--- src/rtl/uart_pkg.sv ---
// Shared types and helpers for the parametrised UART.
// UART_PARITY_EN adds the PARITY state to both frame FSMs.
package uart_pkg;

  localparam int OVERSAMPLE = 16;
  localparam int MID_SAMPLE = 8;

`ifdef UART_PARITY_EN
  typedef enum logic [2:0] {
    ST_IDLE,
    ST_START,
    ST_DATA,
    ST_PARITY,
    ST_STOP
  } uart_state_e;
`else
  typedef enum logic [2:0] {
    ST_IDLE,
    ST_START,
    ST_DATA,
    ST_STOP
  } uart_state_e;
`endif

  function automatic int calc_div(
    input int clk_hz,
    input int baud
  );
    int d;
    d = clk_hz / (baud * OVERSAMPLE);
    return (d < 1) ? 1 : d;
  endfunction

endpackage

--- src/rtl/uart_baud_gen.sv ---
// Free-running oversample tick generator.
// Emits a one-cycle tick each time the counter wraps.
module uart_baud_gen #(
  parameter int DIV = 1
) (
  input  logic clock,
  input  logic reset,
  output logic tick
);

  localparam int W = (DIV > 1) ? $clog2(DIV) : 1;

  logic [W-1:0] cnt_q, cnt_d;

  assign tick  = (cnt_q == W'(DIV - 1));
  assign cnt_d = tick ? '0 : cnt_q + 1'b1;

  always_ff @(posedge clock or negedge reset) begin
    if (!reset) cnt_q <= '0;
    else        cnt_q <= cnt_d;
  end

endmodule

--- src/rtl/uart_core.sv ---
// UART transceiver: 16x oversampled RX with holding register, TX.
// Define UART_PARITY_EN to add a parity bit to every frame.
module uart_core
  import uart_pkg::*;
#(
  parameter int CLK_HZ     = 50000000,
  parameter int BAUD       = 19200,
  parameter int DATA_BITS  = 8,
  parameter int STOP_BITS  = 1,
  parameter int PARITY_ODD = 0
) (
  input  logic                 clock,
  input  logic                 reset,
  input  logic                 rx,
  output logic                 tx,
  input  logic [DATA_BITS-1:0] tx_data,
  input  logic                 tx_valid,
  output logic                 tx_ready,
  output logic                 tx_busy,
  output logic [DATA_BITS-1:0] rx_data,
  output logic                 rx_valid,
  input  logic                 rx_ready,
  output logic                 rx_frame_err,
  output logic                 rx_parity_err,
  output logic                 rx_overrun
);

  localparam int DIV = calc_div(CLK_HZ, BAUD);
  localparam int BW  = $clog2(DATA_BITS + 1);

  localparam logic [3:0]    MID_CNT  = 4'(MID_SAMPLE - 1);
  localparam logic [3:0]    LAST_CNT = 4'(OVERSAMPLE - 1);
  localparam logic [BW-1:0] LAST_BIT = BW'(DATA_BITS - 1);

  logic tick;

  uart_baud_gen #(
    .DIV(DIV)
  ) u_baud (
    .clock(clock),
    .reset(reset),
    .tick (tick)
  );

  logic [1:0] sync_q;
  logic       rx_s;

  always_ff @(posedge clock or negedge reset) begin
    if (!reset) sync_q <= 2'b11;
    else        sync_q <= {sync_q[0], rx};
  end

  assign rx_s = sync_q[1];

  uart_state_e          rx_st_q, rx_st_d;
  logic [3:0]           rx_cnt_q, rx_cnt_d;
  logic [BW-1:0]        rx_bit_q, rx_bit_d;
  logic [DATA_BITS-1:0] rx_sh_q, rx_sh_d;
  logic                 rx_load, rx_ferr_new;
  logic                 rx_hs;
  logic [DATA_BITS-1:0] rx_data_q;
  logic                 rx_vld_q, rx_ferr_q, rx_ovr_q;
`ifdef UART_PARITY_EN
  logic                 rx_perr_q, rx_perr_d;
  logic                 rx_perr_hold_q;
`endif

  always_comb begin
    rx_st_d     = rx_st_q;
    rx_cnt_d    = rx_cnt_q;
    rx_bit_d    = rx_bit_q;
    rx_sh_d     = rx_sh_q;
    rx_load     = 1'b0;
    rx_ferr_new = 1'b0;
`ifdef UART_PARITY_EN
    rx_perr_d   = rx_perr_q;
`endif
    if (rx_st_q != ST_IDLE && tick) rx_cnt_d = rx_cnt_q + 4'd1;
    unique case (rx_st_q)
      ST_IDLE: begin
        if (!rx_s) begin
          rx_st_d  = ST_START;
          rx_cnt_d = '0;
`ifdef UART_PARITY_EN
          rx_perr_d = 1'b0;
`endif
        end
      end
      ST_START: begin
        if (tick && rx_cnt_q == MID_CNT) begin
          if (rx_s) begin
            rx_st_d = ST_IDLE;
          end else begin
            rx_st_d  = ST_DATA;
            rx_cnt_d = '0;
            rx_bit_d = '0;
          end
        end
      end
      ST_DATA: begin
        if (tick && rx_cnt_q == LAST_CNT) begin
          rx_sh_d  = {rx_s, rx_sh_q[DATA_BITS-1:1]};
          rx_bit_d = rx_bit_q + 1'b1;
          if (rx_bit_q == LAST_BIT) begin
`ifdef UART_PARITY_EN
            rx_st_d = ST_PARITY;
`else
            rx_st_d = ST_STOP;
`endif
          end
        end
      end
`ifdef UART_PARITY_EN
      ST_PARITY: begin
        if (tick && rx_cnt_q == LAST_CNT) begin
          rx_perr_d = (^rx_sh_q) ^ 1'(PARITY_ODD) ^ rx_s;
          rx_st_d   = ST_STOP;
        end
      end
`endif
      ST_STOP: begin
        if (tick && rx_cnt_q == LAST_CNT) begin
          rx_load     = 1'b1;
          rx_ferr_new = ~rx_s;
          rx_st_d     = ST_IDLE;
        end
      end
      default: rx_st_d = ST_IDLE;
    endcase
  end

  always_ff @(posedge clock or negedge reset) begin
    if (!reset) begin
      rx_st_q  <= ST_IDLE;
      rx_cnt_q <= '0;
      rx_bit_q <= '0;
      rx_sh_q  <= '0;
`ifdef UART_PARITY_EN
      rx_perr_q <= 1'b0;
`endif
    end else begin
      rx_st_q  <= rx_st_d;
      rx_cnt_q <= rx_cnt_d;
      rx_bit_q <= rx_bit_d;
      rx_sh_q  <= rx_sh_d;
`ifdef UART_PARITY_EN
      rx_perr_q <= rx_perr_d;
`endif
    end
  end

  assign rx_hs = rx_vld_q & rx_ready;

  // A frame finishing while the old one is still unread is dropped.
  always_ff @(posedge clock or negedge reset) begin
    if (!reset) begin
      rx_data_q <= '0;
      rx_vld_q  <= 1'b0;
      rx_ferr_q <= 1'b0;
      rx_ovr_q  <= 1'b0;
`ifdef UART_PARITY_EN
      rx_perr_hold_q <= 1'b0;
`endif
    end else if (rx_load) begin
      if (!rx_vld_q || rx_hs) begin
        rx_data_q <= rx_sh_q;
        rx_vld_q  <= 1'b1;
        rx_ferr_q <= rx_ferr_new;
`ifdef UART_PARITY_EN
        rx_perr_hold_q <= rx_perr_q;
`endif
        if (rx_hs) rx_ovr_q <= 1'b0;
      end else begin
        rx_ovr_q <= 1'b1;
      end
    end else if (rx_hs) begin
      rx_vld_q <= 1'b0;
      rx_ovr_q <= 1'b0;
    end
  end

  assign rx_data      = rx_data_q;
  assign rx_valid     = rx_vld_q;
  assign rx_frame_err = rx_ferr_q;
  assign rx_overrun   = rx_ovr_q;
`ifdef UART_PARITY_EN
  assign rx_parity_err = rx_perr_hold_q;
`else
  assign rx_parity_err = 1'b0;
`endif

  uart_state_e          tx_st_q, tx_st_d;
  logic [3:0]           tx_cnt_q, tx_cnt_d;
  logic [BW-1:0]        tx_bit_q, tx_bit_d;
  logic [DATA_BITS-1:0] tx_sh_q, tx_sh_d;
  logic                 tx_stop_q, tx_stop_d;
  logic                 tx_q, tx_d;
`ifdef UART_PARITY_EN
  logic                 tx_par_q, tx_par_d;
`endif

  always_comb begin
    tx_st_d   = tx_st_q;
    tx_cnt_d  = tx_cnt_q;
    tx_bit_d  = tx_bit_q;
    tx_sh_d   = tx_sh_q;
    tx_stop_d = tx_stop_q;
    tx_d      = tx_q;
`ifdef UART_PARITY_EN
    tx_par_d  = tx_par_q;
`endif
    if (tx_st_q != ST_IDLE && tick) tx_cnt_d = tx_cnt_q + 4'd1;
    unique case (tx_st_q)
      ST_IDLE: begin
        tx_d = 1'b1;
        if (tx_valid) begin
          tx_st_d  = ST_START;
          tx_cnt_d = '0;
          tx_sh_d  = tx_data;
          tx_d     = 1'b0;
`ifdef UART_PARITY_EN
          tx_par_d = (^tx_data) ^ 1'(PARITY_ODD);
`endif
        end
      end
      ST_START: begin
        if (tick && tx_cnt_q == LAST_CNT) begin
          tx_st_d  = ST_DATA;
          tx_bit_d = '0;
          tx_d     = tx_sh_q[0];
        end
      end
      ST_DATA: begin
        if (tick && tx_cnt_q == LAST_CNT) begin
          if (tx_bit_q == LAST_BIT) begin
`ifdef UART_PARITY_EN
            tx_st_d = ST_PARITY;
            tx_d    = tx_par_q;
`else
            tx_st_d   = ST_STOP;
            tx_d      = 1'b1;
            tx_stop_d = 1'b0;
`endif
          end else begin
            tx_bit_d = tx_bit_q + 1'b1;
            tx_sh_d  = tx_sh_q >> 1;
            tx_d     = tx_sh_q[1];
          end
        end
      end
`ifdef UART_PARITY_EN
      ST_PARITY: begin
        if (tick && tx_cnt_q == LAST_CNT) begin
          tx_st_d   = ST_STOP;
          tx_d      = 1'b1;
          tx_stop_d = 1'b0;
        end
      end
`endif
      ST_STOP: begin
        if (tick && tx_cnt_q == LAST_CNT) begin
          if (STOP_BITS == 1 || tx_stop_q) tx_st_d = ST_IDLE;
          else                            tx_stop_d = 1'b1;
        end
      end
      default: tx_st_d = ST_IDLE;
    endcase
  end

  always_ff @(posedge clock or negedge reset) begin
    if (!reset) begin
      tx_st_q   <= ST_IDLE;
      tx_cnt_q  <= '0;
      tx_bit_q  <= '0;
      tx_sh_q   <= '0;
      tx_stop_q <= 1'b0;
      tx_q      <= 1'b1;
`ifdef UART_PARITY_EN
      tx_par_q  <= 1'b0;
`endif
    end else begin
      tx_st_q   <= tx_st_d;
      tx_cnt_q  <= tx_cnt_d;
      tx_bit_q  <= tx_bit_d;
      tx_sh_q   <= tx_sh_d;
      tx_stop_q <= tx_stop_d;
      tx_q      <= tx_d;
`ifdef UART_PARITY_EN
      tx_par_q  <= tx_par_d;
`endif
    end
  end

  assign tx       = tx_q;
  assign tx_ready = (tx_st_q == ST_IDLE);
  assign tx_busy  = ~tx_ready;

endmodule

--- config.mk ---
export PLATFORM = sky130hd
export DESIGN_NAME = uart_core
export DESIGN_NICKNAME = d
export VERILOG_FILES = /design/src/rtl/uart_pkg.sv /design/src/rtl/uart_baud_gen.sv /design/src/rtl/uart_core.sv
export SDC_FILE = /design/constraint.sdc
export NUM_CORES = 1
export LEC_CHECK = 0
export CAP_MARGIN = 40
export CORE_AREA = 4 4 107 109
export CTS_CLUSTER_SIZE = 12
export DETAILED_ROUTE_END_ITERATION = 12
export DIE_AREA = 0 0 111 113
export SYNTH_ARGS = -nofsm -noshare
export SYNTH_HDL_FRONTEND = slang
export SYNTH_SLANG_ARGS = --single-unit
export TNS_END_PERCENT = 50
--- constraint.sdc ---
create_clock -name clock -period 5.3 [get_ports clock]
set_clock_uncertainty 0.2 [all_clocks]
set_input_delay 1.06 -clock clock [delete_from_list [all_inputs] [get_ports clock]]
set_output_delay 1.06 -clock clock [all_outputs]
set_load 0.05 [all_outputs]
# After elaboration in Yosys (flattened, before gate mapping)
# Index checks and enable logic that the tools add are counted.
[totals]
ramBits = 0
romBits = 0
out_inout_bits = 15
in_bits = 13
ff_bits = 60
mem_count = 0
word_cells = 121
latch_bits = 0
[classes]
n_mux = 48
eq_ne = 25
reduce_logical = 25
bitwise_logic = 3
magnitude_cmp = 0
n_div = 0
shifts = 0
mul = 0
add_sub_neg = 5
[op_table]
columns = ["operator", "n"]
rows = [
  ["two-way mux 4 bit", 12],
  ["two-way mux 8 bit", 4],
  ["two-way mux 3 bit", 10],
  ["!= test 2 bit (second input constant)", 12],
  ["one-hot mux 3 bit (4 select lines)", 2],
  ["one-hot mux 4 bit (2 select lines)", 3],
  ["adder 4 x 1 -> 4 bit (second input constant)", 4],
  ["one-hot mux 8 bit (2 select lines)", 1],
  ["two-way mux 1 bit", 14],
  ["equality test 3 x 2 -> 1 bit (second input constant)", 4],
  ["equality test 4 x 3 -> 1 bit (second input constant)", 3],
  ["AND reduction 4 bit", 3],
  ["AND reduction 5 bit", 2],
  ["nonzero test 3 bit", 3],
  ["adder 8 x 1 -> 8 bit (second input constant)", 1],
  ["equality test 4 bit (second input constant)", 2],
  ["equality test 8 bit (second input constant)", 1],
  ["nonzero test 2 bit", 4],
  ["equality test 3 x 1 -> 1 bit (second input constant)", 2],
  ["logical NOT 3 bit", 2],
  ["AND reduction 2 bit", 3],
  ["logical AND 1 bit", 5],
  ["one-hot mux 1 bit (3 select lines)", 1],
  ["AND reduction 3 bit", 1],
  ["6 further kinds", 7],
]

# Logic depth before layout (Yosys ltp)
[logic_depth]
ltp_word = 6
depth_mapped = 9

# Hierarchy
# Synthesis repeated with hierarchy kept, for this count alone.
[hier_totals]
hier_cells = 269
area_unflattened_um2 = 2940.3
[modules_own_cells]
columns = ["module", "area_per_inst_um2", "seq_area_each_um2", "instances", "cells_per_inst"]
rows = [
  ["uart_core", 2533.7, 1255.0, 1, 232],
  ["uart_baud_gen", 406.6, 200.2, 1, 37],
]

# Least setup slack after synthesis
# Ideal clock, no wire load.
[synth_timing]
path_type = "register -> output"
from = "register tx_st_q[0]"
to = "output port tx_busy"
arrival_time_ns = 1.791
stages_incl_launch_ff = 5
t_required_ns = 4.040
path_slack_ns = 2.249
path_cell_list = "dfrtp_1 inv_1 ha_1 clkbuf_1 clkinv_1"
[synth_via]
elab_chain_cells = 2
[synth_rtl]
columns = ["element", "line", "text"]
rows = [
  ["from (decl)", "uart_core.sv:192", "uart_state_e tx_st_q, tx_st_d;"],
  ["from (signal assigned)", "uart_core.sv:282", "tx_st_q <= tx_st_d;"],
  ["logical NOT 3 bit", "uart_core.sv:295", "assign tx_ready = (tx_st_q == ST_IDLE);"],
  ["net tx_ready", "uart_core.sv:18", "output logic tx_ready,"],
  ["NOT 1 bit", "uart_core.sv:296", "assign tx_busy = ~tx_ready;"],
  ["to (decl)", "uart_core.sv:19", "output logic tx_busy,"],
]
# The timed path passes the listed nets, and every way through them passes these cells.

# Final worst setup path
[layout_timing]
from = "register tx_st_q[0]"
to = "output port tx_busy"
[layout_via]
elab_chain_cells = 2
[layout_rtl]
columns = ["element", "line"]
rows = [
  ["logical NOT 3 bit", "uart_core.sv:295"],
  ["NOT 1 bit", "uart_core.sv:296"],
]
# Every way passes these cells.

==> results.json <==
{
  "antenna_found_initial": 0,
  "ys_ff_latch": 58,
  "crit_path_cell_trace": "inv_1 -> ha_1 -> clkinv_1 -> clkdlybuf4s50_1",
  "place_area_um2": 3430,
  "dr.first_iter.drc_count": 114,
  "grt_pass1_wl_um": 10700,
  "clk_path_buf_depth": 2,
  "fin_nets": 334,
  "n_antenna_cell": 0,
  "critPathCaptureType": "output pin",
  "post_cts_buffers": 0,
  "setup-violations-final": 0,
  "dp_hpwl_um": 4130,
  "grt-ovfl-total": 0,
  "cts-buffers-inserted": 9,
  "ys_types": 60,
  "worstSkewPairLatency_ns": 0.34,
  "fin_area_um2": 3650,
  "tightest_slew_ns": 0.766,
  "rows": 38,
  "core_area_um2": 10600,
  "htreeDepth": 3,
  "final_common_cell": "dfrtp_1",
  "relSlewSlack": 0.489,
  "grt_max_degree": 59,
  "cts_sinks": 58,
  "ctsHoldBuffers": 0,
  "synthCells": 289,
  "die_h_um": 113,
  "first_global_vias": 2273,
  "yosys.area_share.simple": 0.165,
  "first_pass_iters": 4,
  "gr-usage-all-layers": 0.104,
  "synth-xor-area-share": 0.0256,
  "p_leak_nw": 1.55,
  "layout_common_cells": "dfrtp_1 (55), clkdlybuf4s50_1 (25), nor2_1 (20)",
  "fp.dieArea_um2": 12500,
  "slew_viol_final": 0,
  "path_clk_slew_ns": 0.07,
  "powerDensity_nw_per_um2": 377,
  "drt-total-wl_um": 6240,
  "wl_per_cell_um": 13.7,
  "die_w_um": 111,
  "status": "complete, no violations",
  "ant_nets": 0,
  "arrival_ns": 2.43,
  "synthAdderAreaFrac": 0.0448,
  "ys_warn_count": 0,
  "crit_buf_inv": 3,
  "vias": 2323,
  "rsz0062_at_grt": "no",
  "routed_via_density": 5.11,
  "synth.cell_area_um2": 3080,
  "period_share": 0.695,
  "start_util": 0.290,
  "ir_worst_vdd_v": 0.000157,
  "synth_nets": 313,
  "hold_violations": 0,
  "crit_fanout": 12,
  "crit_slowest_cell": "clkdlybuf4s50_1",
  "fin_crit_ns": 3.69,
  "synthFlopType": "dfrtp_1",
  "hold_path.class": "flip-flop to flip-flop",
  "cts_root_buf": "clkbuf_8",
  "cts_tree": "done",
  "drive_gt1_frac": 0.146,
  "max_cap_viol_count": 0,
  "worst-setup-path-type": "flip-flop to output pin",
  "tns_ns": 0,
  "slowest_delay_ns": 0.78,
  "async_reset_ff_frac": 1.00,
  "synthMuxAreaShare": 0.0928,
  "cts.repair.resized": 0,
  "fmax_mhz": 271,
  "synth_compound_area_frac": 0.162,
  "worst_setup_path_start_kind": "flip-flop",
  "areaGrowthSynthToFinish_pct": 18.7,
  "io_pins": 28,
  "drc": 0,
  "synth.yosys.seq_area_share": 0.473,
  "port_buffers": 26,
  "synth-edff-count": 0,
  "required_ns": 4.04,
  "synth_top_family_by_area": "simple AND/OR/NAND/NOR gates",
  "cp_top_family": "buffers and inverters",
  "syn_avg_cell_area_um2": 10.6,
  "place_congestion": 0.755
}
[final cells by class]
cell class | instances | area, µm²
clock inverter | 7 | 93.8
multi-input combinational | 206 | 1510
sequential | 58 | 1460
timing repair buffer | 27 | 263
inverter | 8 | 30.0
clock buffer | 9 | 124
fill | 1066 | 6950
tap | 140 | 175
[synthesized netlist by cell type, types with 2 or more instances]
cell / n / area, µm²
a21oi_1: 8 / 40.0
a221o_1: 2 / 20.0
a22oi_1: 2 / 15.0
a311oi_1: 6 / 52.6
a31oi_1: 6 / 37.5
and2_1: 5 / 31.3
and3_1: 5 / 31.3
buf_2: 4 / 20.0
clkbuf_1: 10 / 37.5
clkinv_1: 2 / 7.51
dfrtp_1: 55 / 1380
dfstp_2: 3 / 78.8
ha_1: 11 / 138
inv_1: 6 / 22.5
mux2_2: 12 / 135
mux2_4: 8 / 120
mux2i_1: 3 / 30.0
nand2_1: 16 / 60.1
nand2b_1: 4 / 25.0
nand3_1: 9 / 45.0
nand4_1: 4 / 25.0
nand4b_1: 2 / 17.5
nor2_1: 20 / 75.1
nor2b_1: 3 / 18.8
nor3_1: 12 / 60.1
o21a_1: 4 / 30.0
o21ai_0: 9 / 45.0
o21bai_1: 2 / 15.0
o22a_1: 6 / 52.6
o22ai_1: 8 / 50.1
o2bb2ai_1: 2 / 17.5
o311ai_0: 3 / 26.3
o31ai_1: 2 / 15.0
or4_1: 2 / 15.0
xnor2_1: 5 / 43.8
xor2_1: 4 / 35.0
[per-stage QoR]
stage	setup WS (ns)	instances	hold WS, ns	utilization	total power, mW
CTS	1.60	455	0.153	0.344	1.39
finish	1.61	455	0.151	0.344	1.38
global placement	2.05	439	0.146	0.324	0.929
global route	1.45	455	0.155	0.344	1.46
detailed placement	1.98	439	0.149	0.324	0.936
floorplan	2.25	289	0.145	-	0.831
[cell families (layout without fill, tap and decap cells)]
logic type                 Yosys count  after routing
DFF                                 58             58
buffers and inverters               25             51
muxes                               23             23
other                                1              1
AOI/OAI and AO/OA                   69             69
and+or+nand+nor                     93             93
adders and majority gates           11             11
xor gates and xnor gates             9              9
[flip-flops by register name (all words and copies together) (netlist names)]
name / count
tx_bit_q: 4
tx_st_q: 2
rx_overrun: 1
rx_st_q: 2
rx_valid: 1
tx_sh_q: 8
tx: 1
rx_data: 8
rx_sh_q: 8
rx_cnt_q: 4
tx_cnt_q: 4
sync_q: 2
rx_bit_q: 4
rx_frame_err: 1
u_baud.cnt_q: 8
[layer usage]
| metal | routed length (µm) | track usage |
|---|---|---|
| met5 | 0 | 0 |
| met4 | 55 | 0.0304 |
| met3 | 281 | 0.0401 |
| met2 | 3020 | 0.164 |
| met1 | 2880 | 0.135 |
[path summary, 6_finish.rpt]
check	start	to	slack, ns	cells after the start
worst max register to register	u_baud.cnt_q[1]	tx_bit_q[0]	2.50	6
worst max-delay path	tx_st_q[0]	tx_busy	1.61	4
max in group asynchronous	reset	tx_cnt_q[1]	3.75	2
worst min register to register	sync_q[0]	sync_q[1]	0.15	0
min in group asynchronous	reset	rx_data[1]	0.66	2
worst min-delay path	sync_q[0]	sync_q[1]	0.15	0
[report_power, final]
group / leakage [nW] / total, mW / switching, mW / internal [mW]
Sequential: 0.749 / 0.530 / 0.0405 / 0.490
Combinational: 0.699 / 0.396 / 0.237 / 0.159
Clock: 0.105 / 0.451 / 0.188 / 0.263
Total: 1.55 / 1.38 / 0.465 / 0.913
[worst reg2reg max path, delay by kind of cell, from the launching register on]
kind | cells | cell delay (ns)
AO/OA/AOI/OAI | 2 | 0.76
adder cells (fa/ha/maj) | 1 | 0.16
buffers and inverters | 1 | 0.06
flip-flops | 1 | 0.41
AND/OR/NAND/NOR | 2 | 1.10
No activity file was read; power rests on OpenSTA's default activity.
